<file path="src/rtl/uart_fifo_core.sv">
// UART with register port, 16x-oversampled baud generator and TX/RX FIFOs.
// Optional parity support is compiled in with the UART_PARITY_EN macro.
module uart_fifo_core #(
  parameter int DATA_BITS  = 8,
  parameter int FIFO_DEPTH = 8,
  parameter int DIV_W      = 16
) (
  input  logic        clk,
  input  logic        rst,
  input  logic [1:0]  address,
  input  logic [31:0] write_data,
  input  logic        we,
  input  logic        re,
  output logic [31:0] read_data,
  output logic        tx,
  input  logic        rx,
  output logic        irq
);

`ifdef UART_PARITY_EN
  localparam logic       PARITY_EN = 1'b1;
  localparam logic [6:0] CTRL_MASK = 7'h7f;
`else
  localparam logic       PARITY_EN = 1'b0;
  localparam logic [6:0] CTRL_MASK = 7'h67;
`endif

  localparam int             AW       = $clog2(FIFO_DEPTH);
  localparam logic [AW:0]    PTR_ONE  = 1;
  localparam logic [DIV_W-1:0] DIV_ONE = 1;
  localparam logic [3:0]     LAST_BIT = 4'(DATA_BITS - 1);

  typedef enum logic [2:0] {S_IDLE, S_START, S_DATA, S_PARITY, S_STOP} state_t;

  logic [DIV_W-1:0] divisor, baud_cnt;
  logic [6:0]       ctrl;
  logic             overrun, frame_err, parity_err;
  logic             tick, use_parity;
  logic             unused_wd;

  assign unused_wd  = ^write_data;
  assign use_parity = PARITY_EN & ctrl[3];
  assign tick       = (divisor != '0) && (baud_cnt == divisor - DIV_ONE);

  // FIFO storage and pointers (extra MSB distinguishes full from empty)
  logic [DATA_BITS-1:0] tx_mem [FIFO_DEPTH];
  logic [DATA_BITS-1:0] rx_mem [FIFO_DEPTH];
  logic [AW:0]          tx_wp, tx_rp, rx_wp, rx_rp;
  logic                 tx_empty, tx_full, rx_empty, rx_full;
  logic                 tx_push, tx_pop, rx_push, rx_pop, rx_done;

  assign tx_empty = (tx_wp == tx_rp);
  assign tx_full  = (tx_wp[AW] != tx_rp[AW]) && (tx_wp[AW-1:0] == tx_rp[AW-1:0]);
  assign rx_empty = (rx_wp == rx_rp);
  assign rx_full  = (rx_wp[AW] != rx_rp[AW]) && (rx_wp[AW-1:0] == rx_rp[AW-1:0]);

  state_t               tx_state, rx_state;
  logic [3:0]           tx_sub, tx_bit, rx_sub, rx_bit;
  logic [DATA_BITS-1:0] tx_shift, rx_shift;
  logic                 tx_par, rx_par_bit;
  logic                 rx_meta, rx_sync, rx_prev;
  logic [7:0]           status;

  assign tx_push = we && (address == 2'd2) && !tx_full;
  assign tx_pop  = tick && (tx_state == S_IDLE) && ctrl[0] && !tx_empty;
  assign rx_done = tick && (rx_state == S_STOP) && (rx_sub == 4'd7);
  assign rx_push = rx_done && !rx_full;
  assign rx_pop  = re && (address == 2'd3) && !rx_empty;

  assign status = {tx_state != S_IDLE, parity_err, frame_err, overrun,
                   rx_full, rx_empty, tx_empty, tx_full};
  assign irq = (ctrl[5] & !rx_empty) | (ctrl[6] & tx_empty);

  always_ff @(posedge clk) begin
    if (tx_push) tx_mem[tx_wp[AW-1:0]] <= write_data[DATA_BITS-1:0];
    if (rx_push) rx_mem[rx_wp[AW-1:0]] <= rx_shift;
  end

  // Register port, baud counter, FIFO pointers and sticky flags
  always_ff @(posedge clk or posedge rst) begin
    if (rst) begin
      divisor <= '0; baud_cnt <= '0; ctrl <= '0; read_data <= '0;
      tx_wp <= '0; tx_rp <= '0; rx_wp <= '0; rx_rp <= '0;
      overrun <= 1'b0; frame_err <= 1'b0; parity_err <= 1'b0;
    end else begin
      if (we && address == 2'd0)    baud_cnt <= '0;
      else if (divisor == '0 || tick) baud_cnt <= '0;
      else                          baud_cnt <= baud_cnt + DIV_ONE;
      if (we && address == 2'd0) divisor <= write_data[DIV_W-1:0];
      if (we && address == 2'd1) ctrl <= write_data[6:0] & CTRL_MASK;
      if (tx_push) tx_wp <= tx_wp + PTR_ONE;
      if (tx_pop)  tx_rp <= tx_rp + PTR_ONE;
      if (rx_push) rx_wp <= rx_wp + PTR_ONE;
      if (rx_pop)  rx_rp <= rx_rp + PTR_ONE;
      if (re) begin
        case (address)
          2'd0:    read_data <= 32'(divisor);
          2'd1:    read_data <= 32'(ctrl);
          2'd2:    read_data <= 32'(status);
          default: read_data <= rx_empty ? 32'd0 : 32'(rx_mem[rx_rp[AW-1:0]]);
        endcase
      end
      // Clear on status read first so a same-cycle event still sets the flag
      if (re && address == 2'd2) begin
        overrun <= 1'b0; frame_err <= 1'b0; parity_err <= 1'b0;
      end
      if (rx_done && rx_full) overrun <= 1'b1;
      if (rx_done && !rx_sync) frame_err <= 1'b1;
      if (rx_done && use_parity && (rx_par_bit != ((^rx_shift) ^ ctrl[4])))
        parity_err <= 1'b1;
    end
  end

  always_ff @(posedge clk or posedge rst) begin
    if (rst) begin
      tx_state <= S_IDLE; tx <= 1'b1; tx_sub <= '0; tx_bit <= '0;
      tx_shift <= '0; tx_par <= 1'b0;
    end else if (tick) begin
      if (tx_state == S_IDLE) begin
        if (tx_pop) begin
          tx_state <= S_START;
          tx       <= 1'b0;
          tx_sub   <= '0;
          tx_shift <= tx_mem[tx_rp[AW-1:0]];
          tx_par   <= (^tx_mem[tx_rp[AW-1:0]]) ^ ctrl[4];
        end
      end else begin
        tx_sub <= tx_sub + 4'd1;
        if (tx_sub == 4'd15) begin
          case (tx_state)
            S_START: begin tx_state <= S_DATA; tx <= tx_shift[0]; tx_bit <= '0; end
            S_DATA: begin
              if (tx_bit == LAST_BIT) begin
                tx_bit <= '0;
                if (use_parity) begin tx_state <= S_PARITY; tx <= tx_par; end
                else begin tx_state <= S_STOP; tx <= 1'b1; end
              end else begin
                tx_bit   <= tx_bit + 4'd1;
                tx_shift <= tx_shift >> 1;
                tx       <= tx_shift[1];
              end
            end
            S_PARITY: begin tx_state <= S_STOP; tx <= 1'b1; end
            default: begin
              if (ctrl[2] && tx_bit == 4'd0) tx_bit <= 4'd1;
              else tx_state <= S_IDLE;
            end
          endcase
        end
      end
    end
  end

  // RX: bits sampled on the 8th tick of each 16-tick period
  always_ff @(posedge clk or posedge rst) begin
    if (rst) begin
      rx_meta <= 1'b1; rx_sync <= 1'b1; rx_prev <= 1'b1;
      rx_state <= S_IDLE; rx_sub <= '0; rx_bit <= '0;
      rx_shift <= '0; rx_par_bit <= 1'b0;
    end else begin
      rx_meta <= rx;
      rx_sync <= rx_meta;
      rx_prev <= rx_sync;
      if (rx_state == S_IDLE) begin
        if (ctrl[1] && rx_prev && !rx_sync) begin
          rx_state <= S_START;
          rx_sub   <= '0;
        end
      end else if (tick) begin
        rx_sub <= rx_sub + 4'd1;
        case (rx_state)
          S_START: begin
            if (rx_sub == 4'd7 && rx_sync) rx_state <= S_IDLE;
            else if (rx_sub == 4'd15) begin rx_state <= S_DATA; rx_bit <= '0; end
          end
          S_DATA: begin
            if (rx_sub == 4'd7) rx_shift <= {rx_sync, rx_shift[DATA_BITS-1:1]};
            if (rx_sub == 4'd15) begin
              if (rx_bit == LAST_BIT) rx_state <= use_parity ? S_PARITY : S_STOP;
              else rx_bit <= rx_bit + 4'd1;
            end
          end
          S_PARITY: begin
            if (rx_sub == 4'd7) rx_par_bit <= rx_sync;
            if (rx_sub == 4'd15) rx_state <= S_STOP;
          end
          default: if (rx_sub == 4'd7) rx_state <= S_IDLE;
        endcase
      end
    end
  end

endmodule

</file>
<file path="config.mk">
export PLATFORM = sky130hd
export DESIGN_NAME = uart_fifo_core
export DESIGN_NICKNAME = d
export VERILOG_FILES = /design/src/rtl/uart_fifo_core.sv
export SDC_FILE = /design/constraint.sdc
export NUM_CORES = 1
export LEC_CHECK = 0
export CORE_ASPECT_RATIO = 2
export CORE_MARGIN = 2
export CORE_UTILIZATION = 60
export CTS_CLUSTER_SIZE = 8
export DETAILED_ROUTE_END_ITERATION = 7
export PLACE_DENSITY = 0.8
export SLEW_MARGIN = 20
export SYNTH_ARGS = -nofsm -noshare
export SYNTH_HDL_FRONTEND = slang
export SYNTH_SLANG_ARGS = --single-unit
</file>
<file path="constraint.sdc">
create_clock -name clk -period 12.85 [get_ports clk]
set_input_delay 2.57 -clock clk [delete_from_list [all_inputs] [get_ports clk]]
set_output_delay 2.57 -clock clk [all_outputs]
set_load 0.01 [all_outputs]
</file>
==> load_flow_metrics.sql <==
INSERT INTO impl_metrics (metric_group, metric, value, unit) VALUES
('layout', 'area.growth.synth_to_final', '14.6', '%'),
('layout', 'post-route-util', '0.698', ''),
('worst_setup_path', 'path_cells', 'xnor2_1 > nand4b_1 > o21ai_0 > clkdlybuf4s50_1', ''),
('die', 'io_pins', '73', ''),
('clocking', 'cts-hold-fix-buffers', '0', ''),
('layout', 'filler_cell_count', '1158', ''),
('drt', 'drt-vias-per-instance', '6.32', ''),
('drt', 'drt_pass1_iterations', '6', ''),
('clocking', 'clock_path_buffers', '3', ''),
('layout', 'post_route_cells_drive_above_1_share', '0.168', ''),
('worst_setup_path', 'critical_path_class', 'reg -> out', ''),
('global_route', 'vias_in_the_first_global_route', '7571', ''),
('worst_hold_path', 'min_path_type', 'reg -> reg', ''),
('power', 'powerDensity', '158', 'mW/mm^2'),
('global_route', 'antenna_found_initial', '0', ''),
('worst_setup_path', 'startpoint_of_the_most_critical_register_to_register_path', 'divisor[0]', ''),
('synth', 'synth_async_sr_flop_share', '0.469', ''),
('drt', 'route.antenna.remaining_nets', '0', ''),
('synth', 'post-synth-top-area-cell', 'sky130_fd_sc_hd__edfxtp_1', ''),
('drt', 'routed_wire_length_per_instance', '22.5', 'um'),
('synth', 'postSynthCellCount', '833', ''),
('run', 'drv.max_cap_violation_count', '0', ''),
('synth', 'synthTopCellsByCount', 'sky130_fd_sc_hd__edfxtp_1 (128), sky130_fd_sc_hd__dfrtp_1 (109), sky130_fd_sc_hd__nor2_1 (65)', ''),
('sta', 'finalWorstSetupSlack', '7520', 'ps'),
('sta', 'grt_setup_unrepaired', 'false', ''),
('worst_setup_path', 'cpMaxStageDelayCell', 'sky130_fd_sc_hd__dfrtp_1', ''),
('clocking', 'post_cts_resized', '0', ''),
('worst_setup_path', 'worst_path_dominant_cell_family', 'flip-flops', ''),
('worst_setup_path', 'setup.worst_path.start_class', 'register', ''),
('sta', 'finalHoldViolCount', '0', ''),
('worst_setup_path', 'critical_path.startpoint', 'tx_rp[1]', ''),
('worst_hold_path', 'hold_path_startpoint', 'rx_meta', ''),
('global_route', 'grt.total_usage', '0.266', ''),
('clocking', 'cts_post_setup_buffers_inserted', '0', ''),
('sta', 'setup-tns-final', '0', 'ps'),
('drt', 'drt_first_iter_violations', '613', ''),
('global_route', 'grt_max_degree', '87', ''),
('drt', 'post-route-drc-count', '0', ''),
('worst_setup_path', 'critPathArrivalTime', '2760', 'ps'),
('synth', 'post_synth_instance_area', '0.0110', 'mm^2'),
('drt', 'drt-total-wl', '25200', 'um'),
('layout', 'num_antenna_cells', '0', ''),
('sta', 'fin_crit', '5330', 'ps'),
('die', 'num_rows', '70', ''),
('worst_setup_path', 'worst_ep_required_time', '10280', 'ps'),
('sta', 'finClkSkew', '13.5', 'ps'),
('layout', 'design.final.nets', '928', ''),
('power', 'vdd.ir_drop.worst', '126', 'uV'),
('synth', 'synth.avg_cell_area', '13.3', 'um^2'),
('layout', 'layout.area.seq', '0.00668', 'mm^2'),
('die', 'floorplan.die.width', '100', 'um'),
('worst_setup_path', 'crit_fanout', '20', ''),
('power', 'power_leakage', '4.59', 'nW'),
('clocking', 'clock_tree.htree_level_count', '2', ''),
('synth', 'synth-edff-count', '128', ''),
('layout', 'multi_input_comb_area', '0.00405', 'mm^2'),
('power', 'post_route_total_power', '2.00', 'mW'),
('clocking', 'cts-root-buf', 'sky130_fd_sc_hd__clkbuf_16', ''),
('synth', 'synth_most_common_cell', 'sky130_fd_sc_hd__edfxtp_1', ''),
('die', 'die_h', '196', 'um'),
('global_route', 'grt_overflow', '0', ''),
('synth', 'synth.lib_cells_used.distinct', '61', ''),
('sta', 'timing.final.max_slew_violations', '0', ''),
('worst_setup_path', 'worst-r2r-setup-slack', '8550', 'ps'),
('synth', 'synth_ff_type', 'sky130_fd_sc_hd__edfxtp_1', ''),
('drt', 'num_vias', '7081', ''),
('die', 'area_of_the_die', '0.0196', 'mm^2'),
('clocking', 'clock_latency', '510', 'ps'),
('run_status', 'run_status', 'complete, no violations', ''),
('die', 'design.core.area', '0.0181', 'mm^2'),
('synth', 'synthDominantCellAreaShare', '0.348', '');
[placed cells by master, fill, tap and decap left out, types with 26 or more instances in the layout]
cell type,count
sky130_fd_sc_hd__inv_1,26
sky130_fd_sc_hd__o21ai_0,45
sky130_fd_sc_hd__clkdlybuf4s50_1,40
sky130_fd_sc_hd__mux4_2,32
sky130_fd_sc_hd__nand2_1,41
sky130_fd_sc_hd__nor2_1,65
sky130_fd_sc_hd__edfxtp_1,128
sky130_fd_sc_hd__nand3_1,34
sky130_fd_sc_hd__clkbuf_16,37
sky130_fd_sc_hd__xnor2_1,34
sky130_fd_sc_hd__dfrtp_1,109
sky130_fd_sc_hd__mux2_2,42
[path summary, 6_finish.rpt]
kind,endpoint,cells past startpoint
min in group asynchronous,tx_bit[0],2
hold / removal,rx_sync,0
max in group asynchronous,read_data[15],3
hold reg to reg,rx_sync,0
setup reg to reg,rx_mem[2][7],10
setup / recovery,irq,4
[where the power goes]
part	switching, mW	total, mW	internal (mW)
Clock	0.335	0.877	0.541
Combinational	0.115	0.207	0.0911
Sequential	0.0623	0.919	0.856
[state kept, by name, summed over array words and instances (netlist names), 4 cells and up]
name	cells
baud_cnt	16
ctrl	5
divisor	16
read_data	16
rx_bit	4
rx_mem	64
rx_rp	4
rx_shift	8
rx_sub	4
rx_wp	4
tx_bit	4
tx_mem	64
tx_rp	4
tx_shift	8
tx_sub	4
tx_wp	4
[layout make-up]
cell class                 instances  share of cell area
clock buffer                      62              0.0806
tap                              216              0.0214
multi-input combinational        520               0.320
timing repair buffer              51              0.0385
inverter                          27             0.00820
sequential                       241               0.527
clock inverter                     3             0.00386
[through the flow]
stage,cells,instance area [um^2]
final,1120,12700
after global routing,1120,12700
after CTS,1120,12600
after detailed placement,1055,11600
after global placement,1055,11600
after floorplan,848,11100
[routing by layer]
layer | vias up | track usage | routed length (um)
met5 | - | 0 | 0
met3 | 75 | 0.0381 | 1200
met2 | 267 | 0.505 | 14400
met4 | 0 | 0.108 | 996
met1 | 3591 | 0.289 | 8580
li1 | 3148 | - | -
[logic make-up after synthesis]
| kind of cell | Yosys count | synth area share |
|---|---|---|
| compound gates | 103 | 0.0595 |
| xor+xnor | 54 | 0.0428 |
| fa+ha+maj | 12 | 0.0136 |
| buf+inv | 87 | 0.0359 |
| flops | 241 | 0.604 |
| mux | 99 | 0.134 |
| other cells | 1 | 0.000339 |
| simple gates | 236 | 0.109 |
Note: power is estimated with default switching activity, not from simulation.
